File: src/rtl/mul_unit_pkg.sv
// Shared types and constants for the iterative RV32M multiplier.
package mul_unit_pkg;

  typedef enum logic [2:0] {
    MUL_LO = 3'b000,
    MULH   = 3'b001,
    MULHSU = 3'b010,
    MULHU  = 3'b011
  } mul_op_t;

  typedef enum logic [1:0] {
    IDLE = 2'd0,
    CALC = 2'd1,
    SIGN = 2'd2,
    DONE = 2'd3
  } mul_state_t;

  localparam int MUL_CYCLES = 34;

  // Two's-complement magnitude; the most negative value maps to itself as unsigned.
  function automatic logic [31:0] abs32(input logic [31:0] v);
    return v[31] ? (~v + 32'd1) : v;
  endfunction

endpackage

File: src/rtl/mul_unit.sv
// Radix-2 shift-add multiplier for MUL/MULH/MULHSU/MULHU, fixed 34-cycle latency.
module mul_unit
  import mul_unit_pkg::*;
#(
  parameter int XLEN = 32
) (
  input  logic            clk,
  input  logic            rst_n,
  input  logic            start,
  input  logic [2:0]      func3,
  input  logic [XLEN-1:0] a,
  input  logic [XLEN-1:0] b,
  input  logic            flush,
  output logic            busy,
  output logic            done,
  output logic [XLEN-1:0] result
);

  localparam int CW = $clog2(XLEN);

  mul_state_t       state, state_nxt;
  mul_op_t          op_q;
  logic [XLEN-1:0]  mag_a;
  logic             neg_q;
  logic [2*XLEN:0]  prod;
  logic [CW-1:0]    cnt;

  logic             accept;
  mul_op_t          op_in;
  logic [XLEN:0]    sum;
  logic [2*XLEN:0]  prod_add;
  logic [2*XLEN-1:0] prod_fin;
  logic [XLEN-1:0]  res_sel;

  assign op_in  = mul_op_t'(func3);
  assign accept = (state == IDLE) && start && !func3[2] && !flush;

  // Combinational so the hazard unit can stall in the request cycle itself.
  assign busy = accept || (state == CALC) || (state == SIGN);

  // State register
  always_ff @(posedge clk) begin
    if (!rst_n) state <= IDLE;
    else        state <= state_nxt;
  end

  // Next-state logic; flush overrides every transition.
  always_comb begin
    state_nxt = state;
    case (state)
      IDLE: if (accept) state_nxt = CALC;
      CALC: if (cnt == '0) state_nxt = SIGN;
      SIGN: state_nxt = DONE;
      DONE: state_nxt = IDLE;
      default: state_nxt = IDLE;
    endcase
    if (flush && state != IDLE) state_nxt = IDLE;
  end

  // Datapath combinational terms
  always_comb begin
    sum      = {1'b0, prod[2*XLEN-1:XLEN]} + {1'b0, mag_a};
    prod_add = prod[0] ? {sum, prod[XLEN-1:0]} : prod;
    prod_fin = neg_q ? (~prod[2*XLEN-1:0] + 1'b1) : prod[2*XLEN-1:0];
    res_sel  = (op_q == MUL_LO) ? prod_fin[XLEN-1:0] : prod_fin[2*XLEN-1:XLEN];
  end

  // Operand latch, shift-add iteration and sign fix-up
  always_ff @(posedge clk) begin
    if (!rst_n) begin
      op_q  <= MUL_LO;
      mag_a <= '0;
      neg_q <= 1'b0;
      prod  <= '0;
      cnt   <= '0;
    end else begin
      case (state)
        IDLE: if (accept) begin
          op_q  <= op_in;
          mag_a <= (op_in == MULH || op_in == MULHSU) ? abs32(a) : a;
          prod  <= {{(XLEN+1){1'b0}}, (op_in == MULH) ? abs32(b) : b};
          cnt   <= CW'(XLEN-1);
          case (op_in)
            MULH:    neg_q <= a[XLEN-1] ^ b[XLEN-1];
            MULHSU:  neg_q <= a[XLEN-1];
            default: neg_q <= 1'b0;
          endcase
        end
        CALC: begin
          prod <= prod_add >> 1;
          cnt  <= cnt - 1'b1;
        end
        SIGN: prod[2*XLEN-1:0] <= prod_fin;
        default: ;
      endcase
    end
  end

  // Outputs registered on the edge entering DONE; result holds otherwise.
  always_ff @(posedge clk) begin
    if (!rst_n) begin
      done   <= 1'b0;
      result <= '0;
    end else begin
      done <= (state_nxt == DONE);
      if (state == SIGN && state_nxt == DONE) result <= res_sel;
    end
  end

endmodule

File: config.mk
export PLATFORM = sky130hd
export DESIGN_NAME = mul_unit
export DESIGN_NICKNAME = d
export VERILOG_FILES = /design/src/rtl/mul_unit_pkg.sv /design/src/rtl/mul_unit.sv
export SDC_FILE = /design/constraint.sdc
export NUM_CORES = 1
export LEC_CHECK = 0
export CAP_MARGIN = 10
export CELL_PAD_IN_SITES_DETAIL_PLACEMENT = 0
export CELL_PAD_IN_SITES_GLOBAL_PLACEMENT = 1
export CORE_UTILIZATION = 43
export DETAILED_ROUTE_END_ITERATION = 8
export HOLD_SLACK_MARGIN = 0.1
export PLACE_DENSITY_LB_ADDON = 0.2
export SKIP_LAST_GASP = 1
export SLEW_MARGIN = 20
export SYNTH_ARGS = -nofsm -noshare
export SYNTH_HDL_FRONTEND = slang
export SYNTH_SLANG_ARGS = --single-unit
export TNS_END_PERCENT = 30
File: constraint.sdc
create_clock -name clk -period 3.91 [get_ports clk]
set_clock_uncertainty 0.2 [all_clocks]
set_input_delay 0.391 -clock clk [delete_from_list [all_inputs] [get_ports clk]]
set_output_delay 0.391 -clock clk [all_outputs]
set_load 0.005 [all_outputs]
# --- After elaboration in Yosys (flattened, before gate mapping) ---
# Index checks and enable logic that the tools add are counted.
op_classes:
  add_sub_neg: 5
  n_mul: 0
  div_mod_pow: 0
  order_cmp: 0
  eq_ne: 7
  shift: 0
  mux: 17
  n_bitwise: 4
  n_reduce_logical: 19
op_table:
  columns: ["operator", "n"]
  rows:
  - ["one-hot mux 64 bit (3 select lines)", 1]
  - ["two-way mux 32 bit", 5]
  - ["two-way mux 65 bit", 2]
  - ["adder 32 x 1 -> 32 bit (second input constant)", 2]
  - ["adder 64 x 1 -> 64 bit (second input constant)", 1]
  - ["two-way mux 64 bit", 1]
  - ["inverter 32 bit", 2]
  - ["inverter 64 bit", 1]
  - ["adder 32 x 32 -> 33 bit", 1]
  - ["one-hot mux 5 bit (2 select lines)", 1]
  - ["one-hot mux 2 bit (4 select lines)", 1]
  - ["== test 2 bit (second input constant)", 3]
  - ["two-way mux 2 bit", 3]
  - ["AND reduction 2 bit", 3]
  - ["logical AND 1 bit", 5]
  - ["zero test 5 bit", 1]
  - ["two-way mux 5 bit", 1]
  - ["subtractor 5 x 1 -> 5 bit (second input constant)", 1]
  - ["one-hot mux 1 bit (2 select lines)", 2]
  - ["nonzero test 2 bit", 2]
  - ["== test 3 x 1 -> 1 bit (second input constant)", 1]
  - ["== test 3 x 2 -> 1 bit (second input constant)", 1]
  - ["zero test 3 bit", 1]
  - ["logical OR 1 bit", 3]
  - ["other kinds (6)", 7]
word_totals:
  register_bits: 141
  latchBits: 0
  mem_bits_rw: 0
  rom_bits: 0
  input_bits: 71
  memories: 0

# --- Depth between registers and ports, before layout ---
depth:
  word_depth: 9
  mapped_depth: 12

# --- Worst setup path after synthesis ---
# OpenSTA, ideal clock, no wires.
synth_path:
  kind: "register -> register"
  start: "register prod[32]"
  end: "register prod[59]"
  setup_ns: 0.116
  arrival_ns: 2.769
  required_time_ns: 3.594
  slack_ns: 0.825
  stages_incl_launch_ff: 13
  n_path_buf: 0
  period_less_slack_ns: 3.085
  path_cell_list: "dfxtp_1 ha_1 inv_1 fa_1 nor2b_1 o2111ai_1 nand3b_1 a41oi_1 o21ai_1 a311oi_1 o21ai_0 a211o_1 a31o_2"
synth_between:
  elab_chain_cells: 4
  word_cells_on_any_way: 6
  classes_between: "2 x add/sub; 3 x mux; 1 x bitwise"
synth_rtl:
  columns: ["element", "line", "rtl"]
  rows:
  - ["start: declaration", "mul_unit.sv:25", "logic [2*XLEN:0] prod;"]
  - ["start signal: assignment", "mul_unit.sv:81", "prod <= {{(XLEN+1){1'b0}}, (op_in == MULH) ? abs32(b) : b};"]
  - ["start signal: assignment", "mul_unit.sv:90", "prod <= prod_add >> 1;"]
  - ["start signal: indexed assignment", "mul_unit.sv:93", "SIGN: prod[2*XLEN-1:0] <= prod_fin;"]
  - ["inverter 64 bit", "mul_unit.sv:64", "prod_fin = neg_q ? (~prod[2*XLEN-1:0] + 1'b1) : prod[2*XLEN-1:0];"]
  - ["adder 64 x 1 -> 64 bit", "mul_unit.sv:64", null]
  - ["two-way mux 64 bit", "mul_unit.sv:64", null]
  - ["one-hot mux 64 bit (3 select lines) *", "mul_unit.sv:77", "case (state)"]
# Every way passes the cells marked *; elsewhere a longest branch is shown, timed or not.
# A chain may end at the register's enable or synchronous reset.

# --- Worst setup path in the final report ---
layout_path:
  start: "register prod[32]"
  end: "register prod[61]"
# Same word-level chain as after synthesis.

==> metrics <==
Logic pwr share 0.195; Final Cell Area approximately 0.013 mm^2; CTS tree done; Async SR Flop Fraction 0; maximum clock rate between 0.2 and 0.3 GHz; Arr. time, crit path about 3600 ps; vias per cell 5.96; Post-Synth Simple-Gate Area 0.202; via count 10,800; most common cell after layout, fill and taps aside dfxtp_1; Sw Share 0.304; register area share after synthesis 0.263; final WL ~35 mm; Final Hold Viols 0; xor/xnor share of the synthesized area 0.119; post-DP HPWL 26.1 mm; Die Footprint around 0.025 mm^2; final std cells w/o fill approximately 1,800; main combinational cell family by area after synthesis compound AO/OA/AOI/OAI gates; DR WL/cell ~19 um; commonest cells after routing, fill and taps aside dfxtp_1, nor2_1, nand2_1; leakage around 4.7 nW; GPL Wtd Cong ~0.94; Slew Limit Fails 0; min Tclk post-route between 3000 and 4000 ps; synthesized area about 0.011 mm^2; starting density of the core 0.437; largest net degree at the start of global routing 67; Yosys reg bits 140; number of global-route vias before repair 9,905; compound-gate portion of the synthesized area 0.305; number of nets in the layout about 1,600; sequential power share 0.387; syn_area_per_cell approximately 7.6 um^2; hold buffer count at cts 0; crit-path cells ha_1 -> inv_1 -> fa_1 -> nor2b_1 -> o2111ai_1 -> nand3b_1 -> a41oi_1 -> o21ai_1 -> a311oi_1 -> buf_4 -> o21a_1 -> a2111oi_0 -> a211o_1; global route overflow 0; placed inst area between 0.01 and 0.015 mm^2; multiplexer share of the synthesized area 0.0174; switching power about 1.2 mW; Post-DRT Antenna Nets 0; Rel. slew slack 0.486; cell row count 57; Tcrit/Tclk final 0.878; Inst Count DP about 1,800; RSZ-0062 raised after global routing false; ant diodes 0; Pint 2.82 mW; Die H about 160 um; clock-pin slew on the worst setup and hold paths roughly 60 ps; drt drc 0; antenna violations before repair 1; Gate Count Post-Synth roughly 1,400; actual slew at the worst max-slew pin 771 ps; Setup crit start kind flop; clk sink count 140; CP max-delay cell dfxtp_1; YS warnings 0; DR pass1 iterations 5; clk_lat worst skew 430 ps; Synth Net Count approximately 1,500; Global Route Usage Sum 0.274; unique cell type count in the Yosys netlist 72; Max rail drop VDD roughly 0.00024 V; CTS resizes 0; Buffers on Ports roughly 100; max-cap violations 0; CTS Buffer Depth 2; fraction of layout cells with a size suffix above 1 0.0762; Final setup viols 0; Clk pwr share 0.419; fillcell total 2,396; Synth Area in Adders 0.0489; endpoint class of the critical path flop; CTS buffer count 17; Post CTS Setup Buffer Count 0; root cell of the clock tree clkbuf_16; pwr dens around 320 mW/mm^2; WS Path Type reg2reg; EDFF count, synth 0; Worst EP required slightly above 4000 ps; Hold Crit Class reg2reg; I/O pins ~110; initial drt markers between 700 and 800; core area between 0.02 and 0.025 mm^2; Critical Path Fanout Max 7; prevailing post-synth register cell dfxtp_1; Overall Power 4.05 mW; H-tree level count 4; first-pass GRT wire length ~55 mm; Slowest Stage Delay on Critical Path approximately 450 ps; setup tns final 0 ps; Layout area overhead 19.9%; status complete, no violations; die width about 160 um
-- cells in the mapped netlist, drive strengths merged, types with 6 or more instances --
master	instances	share of area
dfxtp	140	0.26
nor2	130	0.046
nand2	126	0.044
a21oi	113	0.053
o21ai	107	0.050
xnor2	90	0.074
clkbuf	82	0.029
xor2	55	0.045
a211oi	49	0.035
nor3	48	0.023
nand3	43	0.020
ha	40	0.047
a221oi	32	0.027
o31ai	32	0.024
inv	31	0.011
a21o	27	0.019
or3	18	0.013
a22oi	15	0.011
mux2i	14	0.013
o221ai	14	0.012
or4	14	0.0099
o41ai	13	0.012
a31oi	11	0.0065
and2	11	0.0065
nand4	11	0.0065
and3	10	0.0059
buf	10	0.0036
o22ai	9	0.0053
nand2b	8	0.0047
nor2b	8	0.0047
nor4	8	0.0047
o211ai	7	0.0049
a211o	6	0.0049
o21a	6	0.0042
-- cell type report --
| cell class | instances | area [um^2] | share of cell area |
|---|---|---|---|
| multi-input cells | 1138 | 7390 | 0.579 |
| flip-flops and latches | 140 | 2800 | 0.220 |
| repair buffers | 154 | 1430 | 0.112 |
| clock buffers | 17 | 425 | 0.0333 |
| well taps | 324 | 405 | 0.0318 |
| clock inverters | 15 | 186 | 0.0146 |
| inverters | 32 | 120 | 0.00942 |
-- metrics by stage --
| stage | setup slack [ps] | util | hold WS, ps |
|---|---|---|---|
| 6_report | 477 | 0.525 | 252 |
| 3_3_place_gp | 365 | 0.499 | 239 |
| 5_1_grt | 81.2 | 0.525 | 276 |
| 4_1_cts | 488 | 0.525 | 255 |
| 3_5_place_dp | 344 | 0.499 | 246 |
| 2_1_floorplan | 825 | - | 236 |
-- critical path, delay by kind of cell (launching register included) --
kind / cells / cell delay, ps
adder cells (fa/ha/maj): 2 / 620
buffers and inverters: 2 / 240
AND/OR/NAND/NOR: 2 / 320
flip-flops: 1 / 450
AO/OA/AOI/OAI: 7 / 1540
-- flip-flops by register name, indices dropped and copies added, names as in the netlist --
register / cells
cnt: 5
done: 1
prod: 64
mag_a: 32
neg_q: 1
state: 2
op_q: 3
result: 32
-- per-layer routing --
| metal | vias to the layer above | track usage | part of all wire |
|---|---|---|---|
| met2 | 421 | 0.417 | 0.44 |
| met3 | 54 | 0.0289 | 0.057 |
| met1 | 4971 | 0.393 | 0.48 |
| li1 | 5397 | - | - |
| met5 | - | 0 | 0.00038 |
| met4 | 2 | 0.112 | 0.031 |
-- power by group through the flow --
stage / Clock (mW) / Combinational (mW) / Sequential (mW)
6_report: 1.70 / 0.789 / 1.57
4_1_cts: 1.72 / 0.783 / 1.56
3_5_place_dp: 0 / 0.778 / 1.59
2_1_floorplan: 0 / 0.493 / 1.57
5_1_grt: 1.78 / 0.863 / 1.57
3_3_place_gp: 0 / 0.777 / 1.59
-- final timing paths --
| kind | slack [ps] | cells past startpoint | from | endpoint |
|---|---|---|---|---|
| hold / removal | 250 | 2 | result[20]$_SDFFE_PN0P_ | result[20]$_SDFFE_PN0P_ |
| hold reg to reg | 250 | 2 | result[20]$_SDFFE_PN0P_ | result[20]$_SDFFE_PN0P_ |
| setup reg to reg | 480 | 13 | prod[32]$_SDFFE_PN0P_ | prod[61]$_SDFFE_PN0P_ |
| setup / recovery | 480 | 13 | prod[32]$_SDFFE_PN0P_ | prod[61]$_SDFFE_PN0P_ |
-- logic make-up (layout without fill, tap and decap cells) --
group           count (synthesis)  in the layout
buf+inv                       124            218
simple gates                  451            451
flops                         140            140
compound gates                483            483
fa+ha+maj                      41             41
mux                            18             18
xor+xnor                      145            145
Note: power is estimated with default switching activity, not from simulation.
